<file path="src/rtl/ifmaps_row_sequencer_pkg.sv">
// Shared constants, state encoding and sizing helper for the ifmaps row sequencer.
package ifmaps_row_sequencer_pkg;

  localparam int KH = 5;

  localparam logic [1:0] ST_IDLE   = 2'd0;
  localparam logic [1:0] ST_FILL   = 2'd1;
  localparam logic [1:0] ST_STREAM = 2'd2;
  localparam logic [1:0] ST_DRAIN  = 2'd3;

  // Bits needed to index 0..value-1, never less than 1.
  function automatic int clogb2(input int value);
    int r;
    r = 0;
    while ((1 << r) < value) r = r + 1;
    return (r < 1) ? 1 : r;
  endfunction

endpackage

</file>
<file path="src/rtl/ifmaps_row_sequencer_line_buffer.sv">
// Four-row line buffer: shift-on-write per column, combinational column read (pre-shift).
module ifmaps_line_buffer
  import ifmaps_row_sequencer_pkg::*;
#(
  parameter int DATA_WIDTH = 1,
  parameter int IMG_W      = 28,
  parameter int COL_W      = clogb2(IMG_W)
) (
  input  logic                  clk,
  input  logic                  rst_n,
  input  logic                  wr_en,
  input  logic [COL_W-1:0]      col,
  input  logic [DATA_WIDTH-1:0] pix_in,
  output logic [DATA_WIDTH-1:0] col0,
  output logic [DATA_WIDTH-1:0] col1,
  output logic [DATA_WIDTH-1:0] col2,
  output logic [DATA_WIDTH-1:0] col3
);

  logic [DATA_WIDTH-1:0] lb0 [IMG_W];
  logic [DATA_WIDTH-1:0] lb1 [IMG_W];
  logic [DATA_WIDTH-1:0] lb2 [IMG_W];
  logic [DATA_WIDTH-1:0] lb3 [IMG_W];

  assign col0 = lb0[col];
  assign col1 = lb1[col];
  assign col2 = lb2[col];
  assign col3 = lb3[col];

  always_ff @(posedge clk or negedge rst_n) begin
    if (!rst_n) begin
      for (int i = 0; i < IMG_W; i++) begin
        lb0[i] <= '0;
        lb1[i] <= '0;
        lb2[i] <= '0;
        lb3[i] <= '0;
      end
    end else if (wr_en) begin
      lb0[col] <= lb1[col];
      lb1[col] <= lb2[col];
      lb2[col] <= lb3[col];
      lb3[col] <= pix_in;
    end
  end

endmodule

</file>
<file path="src/rtl/ifmaps_row_sequencer.sv">
// Row-major pixel stream to 5-deep vertical column words for the MAC ifmaps FIFO.
// Optional stall counter port enabled by defining IFMAPS_SEQ_STALL_CNT_EN.
module ifmaps_row_sequencer
  import ifmaps_row_sequencer_pkg::*;
#(
  parameter int DATA_WIDTH = 1,
  parameter int IMG_W      = 28,
  parameter int IMG_H      = 28
) (
  input  logic                  clk,
  input  logic                  rst_n,
  input  logic                  start,
  input  logic [DATA_WIDTH-1:0] pix_in,
  input  logic                  pix_valid,
  output logic                  pix_ready,
  output logic [DATA_WIDTH-1:0] ifmaps_fifo_row0_in,
  output logic [DATA_WIDTH-1:0] ifmaps_fifo_row1_in,
  output logic [DATA_WIDTH-1:0] ifmaps_fifo_row2_in,
  output logic [DATA_WIDTH-1:0] ifmaps_fifo_row3_in,
  output logic [DATA_WIDTH-1:0] ifmaps_fifo_row4_in,
  output logic                  ifmaps_input_valid,
  input  logic                  fifo_full,
  output logic                  busy,
  output logic                  frame_done
`ifdef IFMAPS_SEQ_STALL_CNT_EN
  ,
  output logic [31:0]           stall_cnt
`endif
);

  // state  | meaning
  // IDLE   | waiting for start
  // FILL   | rows 0..3 go into the line buffer only
  // STREAM | every accepted pixel also loads a column word
  // DRAIN  | last pixel taken, waiting for the output register to empty

  localparam int COL_W = clogb2(IMG_W);
  localparam int ROW_W = clogb2(IMG_H);
  localparam logic [COL_W-1:0] COL_LAST      = COL_W'(IMG_W - 1);
  localparam logic [ROW_W-1:0] ROW_LAST      = ROW_W'(IMG_H - 1);
  localparam logic [ROW_W-1:0] ROW_FILL_LAST = ROW_W'(KH - 2);

  logic [1:0]            state;
  logic [COL_W-1:0]      col_cnt;
  logic [ROW_W-1:0]      row_cnt;
  logic                  accept;
  logic                  consume;
  logic                  load;
  logic                  row_end;
  logic                  start_go;
  logic [DATA_WIDTH-1:0] lb_col0, lb_col1, lb_col2, lb_col3;

  always_comb begin
    pix_ready = 1'b0;
    case (state)
      ST_FILL:   pix_ready = 1'b1;
      ST_STREAM: pix_ready = ~ifmaps_input_valid | ~fifo_full;
      default:   pix_ready = 1'b0;
    endcase
  end

  assign accept   = pix_valid & pix_ready;
  assign consume  = ifmaps_input_valid & ~fifo_full;
  assign load     = accept & (state == ST_STREAM);
  assign row_end  = (col_cnt == COL_LAST);
  assign start_go = start & (state == ST_IDLE);
  assign busy     = (state != ST_IDLE);

  ifmaps_line_buffer #(
    .DATA_WIDTH (DATA_WIDTH),
    .IMG_W      (IMG_W),
    .COL_W      (COL_W)
  ) u_line_buffer (
    .clk    (clk),
    .rst_n  (rst_n),
    .wr_en  (accept),
    .col    (col_cnt),
    .pix_in (pix_in),
    .col0   (lb_col0),
    .col1   (lb_col1),
    .col2   (lb_col2),
    .col3   (lb_col3)
  );

  always_ff @(posedge clk or negedge rst_n) begin
    if (!rst_n) begin
      state      <= ST_IDLE;
      col_cnt    <= '0;
      row_cnt    <= '0;
      frame_done <= 1'b0;
    end else begin
      frame_done <= 1'b0;
      case (state)
        ST_IDLE: begin
          if (start) begin
            state   <= ST_FILL;
            col_cnt <= '0;
            row_cnt <= '0;
          end
        end
        ST_FILL: begin
          if (accept && row_end && (row_cnt == ROW_FILL_LAST)) state <= ST_STREAM;
        end
        ST_STREAM: begin
          if (accept && row_end && (row_cnt == ROW_LAST)) state <= ST_DRAIN;
        end
        ST_DRAIN: begin
          if (!ifmaps_input_valid || consume) begin
            state      <= ST_IDLE;
            frame_done <= 1'b1;
          end
        end
        default: state <= ST_IDLE;
      endcase
      if (accept) begin
        if (row_end) begin
          col_cnt <= '0;
          row_cnt <= row_cnt + 1'b1;
        end else begin
          col_cnt <= col_cnt + 1'b1;
        end
      end
    end
  end

  // Load wins over consume so a same-edge hand-off keeps valid high with new data.
  always_ff @(posedge clk or negedge rst_n) begin
    if (!rst_n) begin
      ifmaps_input_valid  <= 1'b0;
      ifmaps_fifo_row0_in <= '0;
      ifmaps_fifo_row1_in <= '0;
      ifmaps_fifo_row2_in <= '0;
      ifmaps_fifo_row3_in <= '0;
      ifmaps_fifo_row4_in <= '0;
    end else if (load) begin
      ifmaps_input_valid  <= 1'b1;
      ifmaps_fifo_row0_in <= lb_col0;
      ifmaps_fifo_row1_in <= lb_col1;
      ifmaps_fifo_row2_in <= lb_col2;
      ifmaps_fifo_row3_in <= lb_col3;
      ifmaps_fifo_row4_in <= pix_in;
    end else if (consume) begin
      ifmaps_input_valid <= 1'b0;
    end
  end

`ifdef IFMAPS_SEQ_STALL_CNT_EN
  always_ff @(posedge clk or negedge rst_n) begin
    if (!rst_n) begin
      stall_cnt <= '0;
    end else if (start_go) begin
      stall_cnt <= '0;
    end else if (ifmaps_input_valid && fifo_full && !(&stall_cnt)) begin
      stall_cnt <= stall_cnt + 32'd1;
    end
  end
`endif

endmodule

</file>
<file path="config.mk">
export PLATFORM = sky130hd
export DESIGN_NAME = ifmaps_row_sequencer
export DESIGN_NICKNAME = d
export VERILOG_FILES = /design/src/rtl/ifmaps_row_sequencer_pkg.sv /design/src/rtl/ifmaps_row_sequencer_line_buffer.sv /design/src/rtl/ifmaps_row_sequencer.sv
export SDC_FILE = /design/constraint.sdc
export NUM_CORES = 1
export LEC_CHECK = 0
export CAP_MARGIN = 20
export CORE_UTILIZATION = 58
export DETAILED_ROUTE_END_ITERATION = 8
export PLACE_DENSITY = 0.75
export SYNTH_ARGS = -nofsm -noshare
export SYNTH_HDL_FRONTEND = slang
export SYNTH_SLANG_ARGS = --single-unit
</file>
<file path="constraint.sdc">
create_clock -name clk -period 4.3 [get_ports clk]
set_input_delay 0.86 -clock clk [delete_from_list [all_inputs] [get_ports clk]]
set_output_delay 0.86 -clock clk [all_outputs]
set_load 0.01 [all_outputs]
</file>
* Word-level counts from Yosys, hierarchy flattened *
Cells that the tools add are included.

operators by class
  multipliers = 0
  bitwise gates (word level) = 7
  reduce and logical (&&, ||, !) cells = 13
  mux-type cells = 36
  $lt $le $gt $ge = 2
  $add $sub $neg = 2
  shift-type cells = 0
  eq/ne operators = 10
  divide/modulo/power cells = 0

operator list
  operator             number
  $bwmux 28            4
  $mux 5               8
  $bmux 1 s5           4
  $mux 1               13
  $add 5x1->5 const B  2
  $eq 5x5->1 const B   2
  $mux 2               4
  $pmux 2 s4           1
  $reduce_bool 2->1    4
  $ge 6x6->1 const B   1
  $lt 6x1->1 const B   1
  $ne 2x2->1 const B   3
  $not 5->6            1
  $demux 1 s5          1
  $eq 5x2->1 const B   1
  $eq 2x2->1 const B   2
  $logic_and 1x1->1    4
  $reduce_and 4->1     1
  $and 1x1->1          3
  $eq 2x1->1 const B   1
  $logic_not 2->1      1
  $ne 2x1->1 const B   1
  $not 1->1            2
  $pmux 1 s2           1
  4 further kinds      4

storage, ports and cells
  bits in latches = 0
  bits of input ports = 6
  memory bits (writable) = 0
  memory bits (read-only) = 0
  register bits after elaboration = 131
  logic and storage cells = 192
  output and inout bits = 9
  memories kept = 0

* Longest topological paths before layout *
Gate-level depths: netlist (run 1).

  depth in word-level cells = 8
  mapped depth = 9
  gate-level depth less buffers = 7

* Cells and area by module *
A second synthesis (run 1) with hierarchy kept.

unflattened totals
  cells, all modules = 499
  area, all modules = 6332.3 µm²

modules (own cells, without submodules)
  module                cells each  area each (µm²)  times used  sequential area each (µm²)
  ifmaps_line_buffer    408         5363.9           1           2802.7
  ifmaps_row_sequencer  91          968.4            1           475.5

* Worst setup path before layout (run 1) *
OpenSTA, ideal clock, no wires.

  path type = input-to-reg
  start = input port pix_valid
  end = register state[1]
  library setup time = 128 ps
  buffers on the path = 0
  data required time = 4172 ps
  arrival time = 2293 ps
  stages on the path = 5
  path slack = 1880 ps
  cell sequence = and2_1 > o211ai_4 > or4_4 > a221oi_2 > mux2_1

between the ends
  cells in the longest elaborated chain, start to end = 5
  elaborated cells on any way between the ends = 7
  those cells by class = 2 x eq/ne; 1 x bitwise; 4 x reduce/logical

ends and longest elaborated chain
  element                                             line                                                      RTL
  start, declared                                     ifmaps_row_sequencer.sv:14                                input logic pix_valid,
  $and 1x1->1 (*)                                     ifmaps_row_sequencer.sv:62                                assign accept = pix_valid & pix_ready;
  $logic_and 1x1->1 (*)                               ifmaps_row_sequencer.sv:102, ifmaps_row_sequencer.sv:105
  $logic_and 1x1->1, on equally long branches         ifmaps_row_sequencer.sv:102, ifmaps_row_sequencer.sv:105
  $ne 2x2->1 (no line) or $ne 2x1->1 (tied branches)  n/a
  $reduce_and 4->1 (no line) (*)                      n/a
  end signal, assigned                                ifmaps_row_sequencer.sv:102                               if (accept && row_end && (row_cnt == ROW_FILL_LAST)) state <= ST_STREAM;
  end signal, assigned                                ifmaps_row_sequencer.sv:105                               if (accept && row_end && (row_cnt == ROW_LAST)) state <= ST_DRAIN;
  end signal, assigned                                ifmaps_row_sequencer.sv:109                               state <= ST_IDLE;
  end, declared                                       ifmaps_row_sequencer.sv:43                                logic [1:0] state;

Every way passes the cells marked *; elsewhere a longest branch is shown, timed or not.
A chain may end at the register's enable or synchronous reset.

* Worst setup path in the final report (run 1) *
  start = input port fifo_full
  end = output port pix_ready

between the ends
  cells in the longest elaborated chain, start to end = 3

ends and longest elaborated chain
  element          line                        RTL
  start, declared  ifmaps_row_sequencer.sv:22  input logic fifo_full,
  $not 1->1        ifmaps_row_sequencer.sv:57  ST_STREAM: pix_ready = ~ifmaps_input_valid | ~fifo_full;
  $or 1x1->1       ifmaps_row_sequencer.sv:57
  $pmux 1 s2       ifmaps_row_sequencer.sv:55  case (state)
  end, declared    ifmaps_row_sequencer.sv:15  output logic pix_ready,

No other way between the ends.

==> metrics.yaml, run 1 <==
outcome:
  run_status: "finished, final reports clean"
grt:
  grt_pass1_vias: 4438
  antenna_found_initial: 0
  gr-usage-all-layers: 0.271
  pin_count_of_the_biggest_net_entering_global_routing: 52
  wire_length_of_the_first_global_routing_pass_mm: 23.1
  global_route_overflow: 0
clock_tree:
  cts_buffers: 17
  post-cts-setup-buffer-count: 0
  worst_path_clk_slew_ps: 60
  postCtsHoldBufs: 0
  cts.sinks: 131
  clock_latency_ps: 530
  clockBufferDepth: 2
  clock_root_buffer: "sky130_fd_sc_hd__clkbuf_8"
  post_cts_resize_count: 0
  tritoncts: "built"
  cts_htree_levels: 4
yosys:
  post_synthesis_net_count: 531
  yosysTopAreaCell: "sky130_fd_sc_hd__dfrtp_1"
  yosys.cell_types.count: 44
  ys_async_sr_fraction: 1.00
  yosys_register_bits: 131
  syn_inst: 516
  post_synth.cell_area_avg_um2: 12.4
  synthesis.area_um2: 6370
  yosysSeqAreaShare: 0.514
  post_synth_most_frequent_cells: "sky130_fd_sc_hd__dfrtp_1, sky130_fd_sc_hd__mux2_2, sky130_fd_sc_hd__mux2i_1"
  synth_flop_type: "sky130_fd_sc_hd__dfrtp_1"
  synth.most_common_cell: "sky130_fd_sc_hd__dfrtp_1"
  netlist_top_cells_area: "sky130_fd_sc_hd__dfrtp_1, sky130_fd_sc_hd__mux2_2, sky130_fd_sc_hd__mux2i_1"
  synth.top_cell.area_share: 0.514
  yosysWarningCount: 0
  synth_enable_flop_cells: 0
power:
  fraction_of_power_consumed_by_combinational_cells: 0.235
  power.density_nw_per_um2: 543
  power.net_switching_mw: 1.15
  irDropWorstVdd_v: 0.000413
  netSwitchingFraction: 0.293
  cellLeakagePower_nw: 3.36
  power.clock.fraction: 0.394
  totalPowerFinal_mw: 3.94
  power_report.internal_total_mw: 2.79
  sequentialPowerShare: 0.370
sta:
  period_minus_slack_ps: 3130
  rsz0062_at_grt: "false"
  worst_pin_slew_ps: 847
  final_count_of_negative_setup_slack_endpoints: 0
  finalClockSkew_ps: 7.53
  timing.final.max_slew_violations: 0
  max_slew_margin: 0.429
  fmax_mhz: 319
  setup_tns_ps: 0
  hold_ws_ps: 355
  hold_viol: 0
  layout_worst_path_cycle_share: 0.728
place:
  half_perimeter_wire_length_of_the_detailed_placement_result_mm: 9.19
  gp_routability_congestion: 0.817
  dpl_cell_area_um2: 6610
  io_buffers: 14
  numPlacedInstances: 646
routing:
  route.vias.total: 4176
  route.final.wire_length_mm: 13.8
  vias_per_cell: 6.15
  drt_first_iter_violations: 282
  drt_pass1_iterations: 5
  post-route-drc-count: 0
  detail-route-antenna-nets: 0
  wire_per_inst_um: 20.3
setup_path:
  setup.worst_path.end_class: "output port"
  reg2reg_setup_slack_ps: 1180
  crit_arrival_ps: 2270
  crit_required_ps: 3440
  kind_of_critical_path: "in2out"
  worst-r2r-cell-count: 6
  cp-start-kind: "primary input"
  critical_path_peak_fanout: 3
floorplanning:
  die-area_um2: 11400
  io_pins: 15
  core_region_area_um2: 10500
  initial_core_util: 0.607
  num_rows: 37
  die_height_um: 107
  die_width_um: 107
final_layout:
  layout.cell_area.non_filler_um2: 7260
  post_layout_nonfiller_instances: 679
  layout.filler_cells: 766
  area.growth.synth_to_final_pct: 13.9
  final_layout_size_suffix_gt1_frac: 0.293
  num_antenna_cells: 0
  finish.net_count: 545
run:
  drv.max_cap_violation_count: 0
worst_hold_path:
  min-delay-path-class: "in2async"
[flip-flops by register name (all words and copies together) (netlist names)]
register	cells
row_cnt	5
ifmaps_fifo_row0_in	1
state	2
u_line_buffer.lb1	28
u_line_buffer.lb3	28
ifmaps_fifo_row2_in	1
ifmaps_fifo_row1_in	1
ifmaps_fifo_row4_in	1
ifmaps_fifo_row3_in	1
col_cnt	5
u_line_buffer.lb2	28
frame_done	1
u_line_buffer.lb0	28
ifmaps_input_valid	1
[power groups by stage]
stage	clock, mW	sequential (mW)	combinational [mW]
finish	1.55	1.46	0.928
global route	1.63	1.47	1.02
CTS	1.57	1.46	0.928
detailed placement	0	1.48	0.917
global placement	0	1.47	0.899
floorplan	0	1.44	0.642
[layout by cell type (no fill, tap or decap), types with 10 or more instances in the layout]
cell type | netlist | final
sky130_fd_sc_hd__nor2_1 | 14 | 14
sky130_fd_sc_hd__mux2i_1 | 40 | 40
sky130_fd_sc_hd__dfrtp_1 | 131 | 130
sky130_fd_sc_hd__mux2_2 | 102 | 102
sky130_fd_sc_hd__nand3_1 | 34 | 34
sky130_fd_sc_hd__o21ai_0 | 25 | 25
sky130_fd_sc_hd__clkdlybuf4s50_1 | 0 | 13
sky130_fd_sc_hd__a22oi_1 | 10 | 10
sky130_fd_sc_hd__buf_4 | 6 | 11
sky130_fd_sc_hd__nand2_1 | 38 | 38
sky130_fd_sc_hd__clkbuf_16 | 0 | 16
[through the flow]
stage,util,setup slack [ps]
3_5_place_dp,0.629,1190
4_1_cts,0.689,1180
6_report,0.691,1170
2_1_floorplan,-,1880
5_1_grt,0.691,1070
3_3_place_gp,0.629,1240
[final cells by class]
| type | instances | area, um^2 | share of cell area |
|---|---|---|---|
| clock inverters | 13 | 206 | 0.0284 |
| well taps | 136 | 170 | 0.0234 |
| multi-input cells | 346 | 2910 | 0.401 |
| repair buffers | 25 | 228 | 0.0314 |
| inverters | 9 | 33.8 | 0.00465 |
| flip-flops and latches | 131 | 3280 | 0.452 |
| clock buffers | 19 | 432 | 0.0595 |
[routing by layer]
layer	part of all wire	global-route usage
met5	0	0
met4	0.018	0.107
met3	0.039	0.0693
met2	0.51	0.443
met1	0.43	0.347
[cells by family (layout without fill, tap and decap cells)]
kind of cell / count (synthesis) / in the layout / share of synthesized area
compound gates: 67 / 67 / 0.0734
xor+xnor: 1 / 1 / 0.00137
fa+ha+maj: 9 / 9 / 0.0177
buf+inv: 39 / 66 / 0.0294
flops: 131 / 131 / 0.514
mux: 151 / 151 / 0.271
simple gates: 118 / 118 / 0.0926
[critical path, stage by stage]
cell and delay (ps):
sky130_fd_sc_hd__clkdlybuf4s50_1 460, sky130_fd_sc_hd__a21boi_2 270, sky130_fd_sc_hd__o21a_1 150, sky130_fd_sc_hd__clkdlybuf4s50_1 530
[worst paths after layout]
path | from | endpoint
worst max-delay path | fifo_full | pix_ready
worst min register to register | u_line_buffer.lb2[9] | u_line_buffer.lb2[9]
worst max register to register | col_cnt[1] | state[1]
max in group asynchronous | rst_n | u_line_buffer.lb2[7]
worst min-delay path | rst_n | u_line_buffer.lb2[14]
min in group clk | u_line_buffer.lb2[9] | u_line_buffer.lb2[9]
(Power assumes the default switching activity.)
==> run 2: changes to the inputs <==
clock period = 2.95 ns   (was 4.3 ns; I/O delays follow)
==> run 2 against run 1 <==
Effect of this change:
- sequential share of layout area hardly changed
- combinational power is 54% higher
- routed wire length is 1.5% lower
- critical path depth is 1 higher
- non-clock buffer count is 9 higher
- via count is 0.45% higher
- worst hold slack worse by 250 ps
- sequential power is 43% higher
- global-route usage is 0.38 points lower
- critical path type is now reg2out
==> metrics.yaml, run 2 (same netlist as run 1, synthesis figures left out) <==
floorplanning:
  die_height_um: 107
  die-area_um2: 11400
  initial_core_util: 0.607
  core_region_area_um2: 10500
  num_rows: 37
  die_width_um: 107
  io_pins: 15
setup_path:
  kind_of_critical_path: "reg2out"
  critPathTopFamily: "buffers and inverters"
  crit_arrival_ps: 2210
  cp-start-kind: "flop"
  path_buf_inv: 2
  setup.worst_path.end_class: "output port"
  critical_path.cell_chain: "inv_1 -> ha_1 -> a21boi_2 -> o21a_1 -> clkdlybuf4s50_1"
  cp_slowest_stage_delay_ps: 530
  crit_required_ps: 2360
  critical_path_peak_fanout: 4
  critPathSlowestCell: "sky130_fd_sc_hd__clkdlybuf4s50_1"
routing:
  post-route-drc-count: 0
  drt_first_iter_violations: 279
  route.final.wire_length_mm: 13.6
  wire_per_inst_um: 19.8
  route.vias.total: 4195
  detail-route-antenna-nets: 0
  drt_pass1_iterations: 7
  vias_per_cell: 6.13
place:
  io_buffers: 14
  dp_slack_ps: 258
  half_perimeter_wire_length_of_the_detailed_placement_result_mm: 9.18
  gp_routability_congestion: 0.827
  numPlacedInstances: 656
clock_tree:
  tritoncts: "built"
  clock_root_buffer: "sky130_fd_sc_hd__clkbuf_8"
  cts_htree_levels: 4
  postCtsHoldBufs: 0
  cts_buffers: 17
  post_cts_resize_count: 0
  clock_latency_ps: 520
  post-cts-setup-buffer-count: 0
  cts.sinks: 131
  worst_path_clk_slew_ps: 60
  clockBufferDepth: 2
grt:
  antenna_found_initial: 0
  pin_count_of_the_biggest_net_entering_global_routing: 63
  grt_pass1_vias: 4453
  wire_length_of_the_first_global_routing_pass_mm: 22.9
  gr-usage-all-layers: 0.268
  global_route_overflow: 0
final_layout:
  num_antenna_cells: 0
  finish.net_count: 554
  area.growth.synth_to_final_pct: 13.8
  final_layout_size_suffix_gt1_frac: 0.297
  most_common_cell_after_layout_fill_and_taps_aside: "sky130_fd_sc_hd__dfrtp_1"
  layout.filler_cells: 753
  post_layout_nonfiller_instances: 684
  mostFrequentLayoutCells: "sky130_fd_sc_hd__dfrtp_1, sky130_fd_sc_hd__mux2_2, sky130_fd_sc_hd__mux2i_1, sky130_fd_sc_hd__nand2_1, sky130_fd_sc_hd__nand3_1"
sta:
  max_slew_margin: 0.545
  finalClockSkew_ps: 4.38
  timing.final.max_slew_violations: 0
  layout_worst_path_cycle_share: 0.949
  final_count_of_negative_setup_slack_endpoints: 0
  period_minus_slack_ps: 2800
  fmax_mhz: 357
  rsz0062_at_grt: "false"
  hold_viol: 0
  worst_pin_slew_ps: 682
  setup_tns_ps: 0
  finalWorstSetupSlack_ps: 150
worst_hold_path:
  min-delay-path-class: "in2async"
power:
  cellLeakagePower_nw: 3.37
  power.density_nw_per_um2: 751
  irDropWorstVdd_v: 0.000448
run:
  drv.max_cap_violation_count: 0
outcome:
  run_status: "finished, final reports clean"
## run 2: cell types whose count changed in the layout (fill, tap and decap cells not counted)
| cell | previous run | this run |
|---|---|---|
| sky130_fd_sc_hd__bufinv_16 | 5 | 2 |
| sky130_fd_sc_hd__clkinvlp_4 | 2 | 0 |
| sky130_fd_sc_hd__clkinv_4 | 2 | 0 |
| sky130_fd_sc_hd__clkbuf_8 | 2 | 3 |
| sky130_fd_sc_hd__buf_8 | 1 | 0 |
| sky130_fd_sc_hd__clkinv_2 | 3 | 5 |
| sky130_fd_sc_hd__buf_4 | 11 | 18 |
| sky130_fd_sc_hd__clkbuf_1 | 1 | 2 |
| sky130_fd_sc_hd__buf_12 | 0 | 3 |
| sky130_fd_sc_hd__inv_6 | 1 | 0 |
## run 2: layout make-up
class | count | area (um^2) | share of cell area
clock buffers | 21 | 449 | 0.0619
clock inverters | 7 | 85.1 | 0.0117
flip-flops and latches | 131 | 3280 | 0.452
inverters | 9 | 33.8 | 0.00466
well taps | 136 | 170 | 0.0235
multi-input cells | 346 | 2910 | 0.401
repair buffers | 34 | 325 | 0.0449
## run 2: per-stage QoR
| stage | instance area, um^2 | total power, mW | utilization | hold slack [ps] |
|---|---|---|---|---|
| 3_5_place_dp | 6720 | 3.55 | 0.639 | 471 |
| 4_1_cts | 7250 | 5.47 | 0.690 | 115 |
| 3_3_place_gp | 6720 | 3.49 | 0.639 | 458 |
| 2_1_floorplan | 6370 | 3.04 | - | 294 |
| 6_report | 7250 | 5.44 | 0.690 | 101 |
| 5_1_grt | 7250 | 5.70 | 0.690 | 132 |
## run 2: final timing paths
check	start	endpoint	slack (ps)	cells after the start
worst max-delay path	state[0]	pix_ready	150	5
worst min-delay path	rst_n	u_line_buffer.lb1[15]	100	1
worst max register to register	state[0]	state[1]	460	7
worst min register to register	u_line_buffer.lb2[9]	u_line_buffer.lb2[9]	490	2
max in group asynchronous	rst_n	u_line_buffer.lb0[21]	2080	2
min in group clk	u_line_buffer.lb2[9]	u_line_buffer.lb2[9]	490	2
## run 2: power by group
part           switching, mW  internal [mW]
Sequential             0.112           1.97
Clock                  0.710           1.22
Combinational          0.789          0.641
## run 2: layer usage
metal / part of all wire / up-vias / GRT usage
met4: 0.021 / 0 / 0.0949
li1: - / 1927 / -
met3: 0.044 / 25 / 0.0657
met2: 0.50 / 113 / 0.440
met5: 0 / - / 0
met1: 0.44 / 2130 / 0.346
==> run 3: changes to the inputs <==
GPL_ROUTABILITY_DRIVEN = 0   (was default)
==> results of run 3 <==
No change in the layout: final DEF, timing and power equal those of run 2.
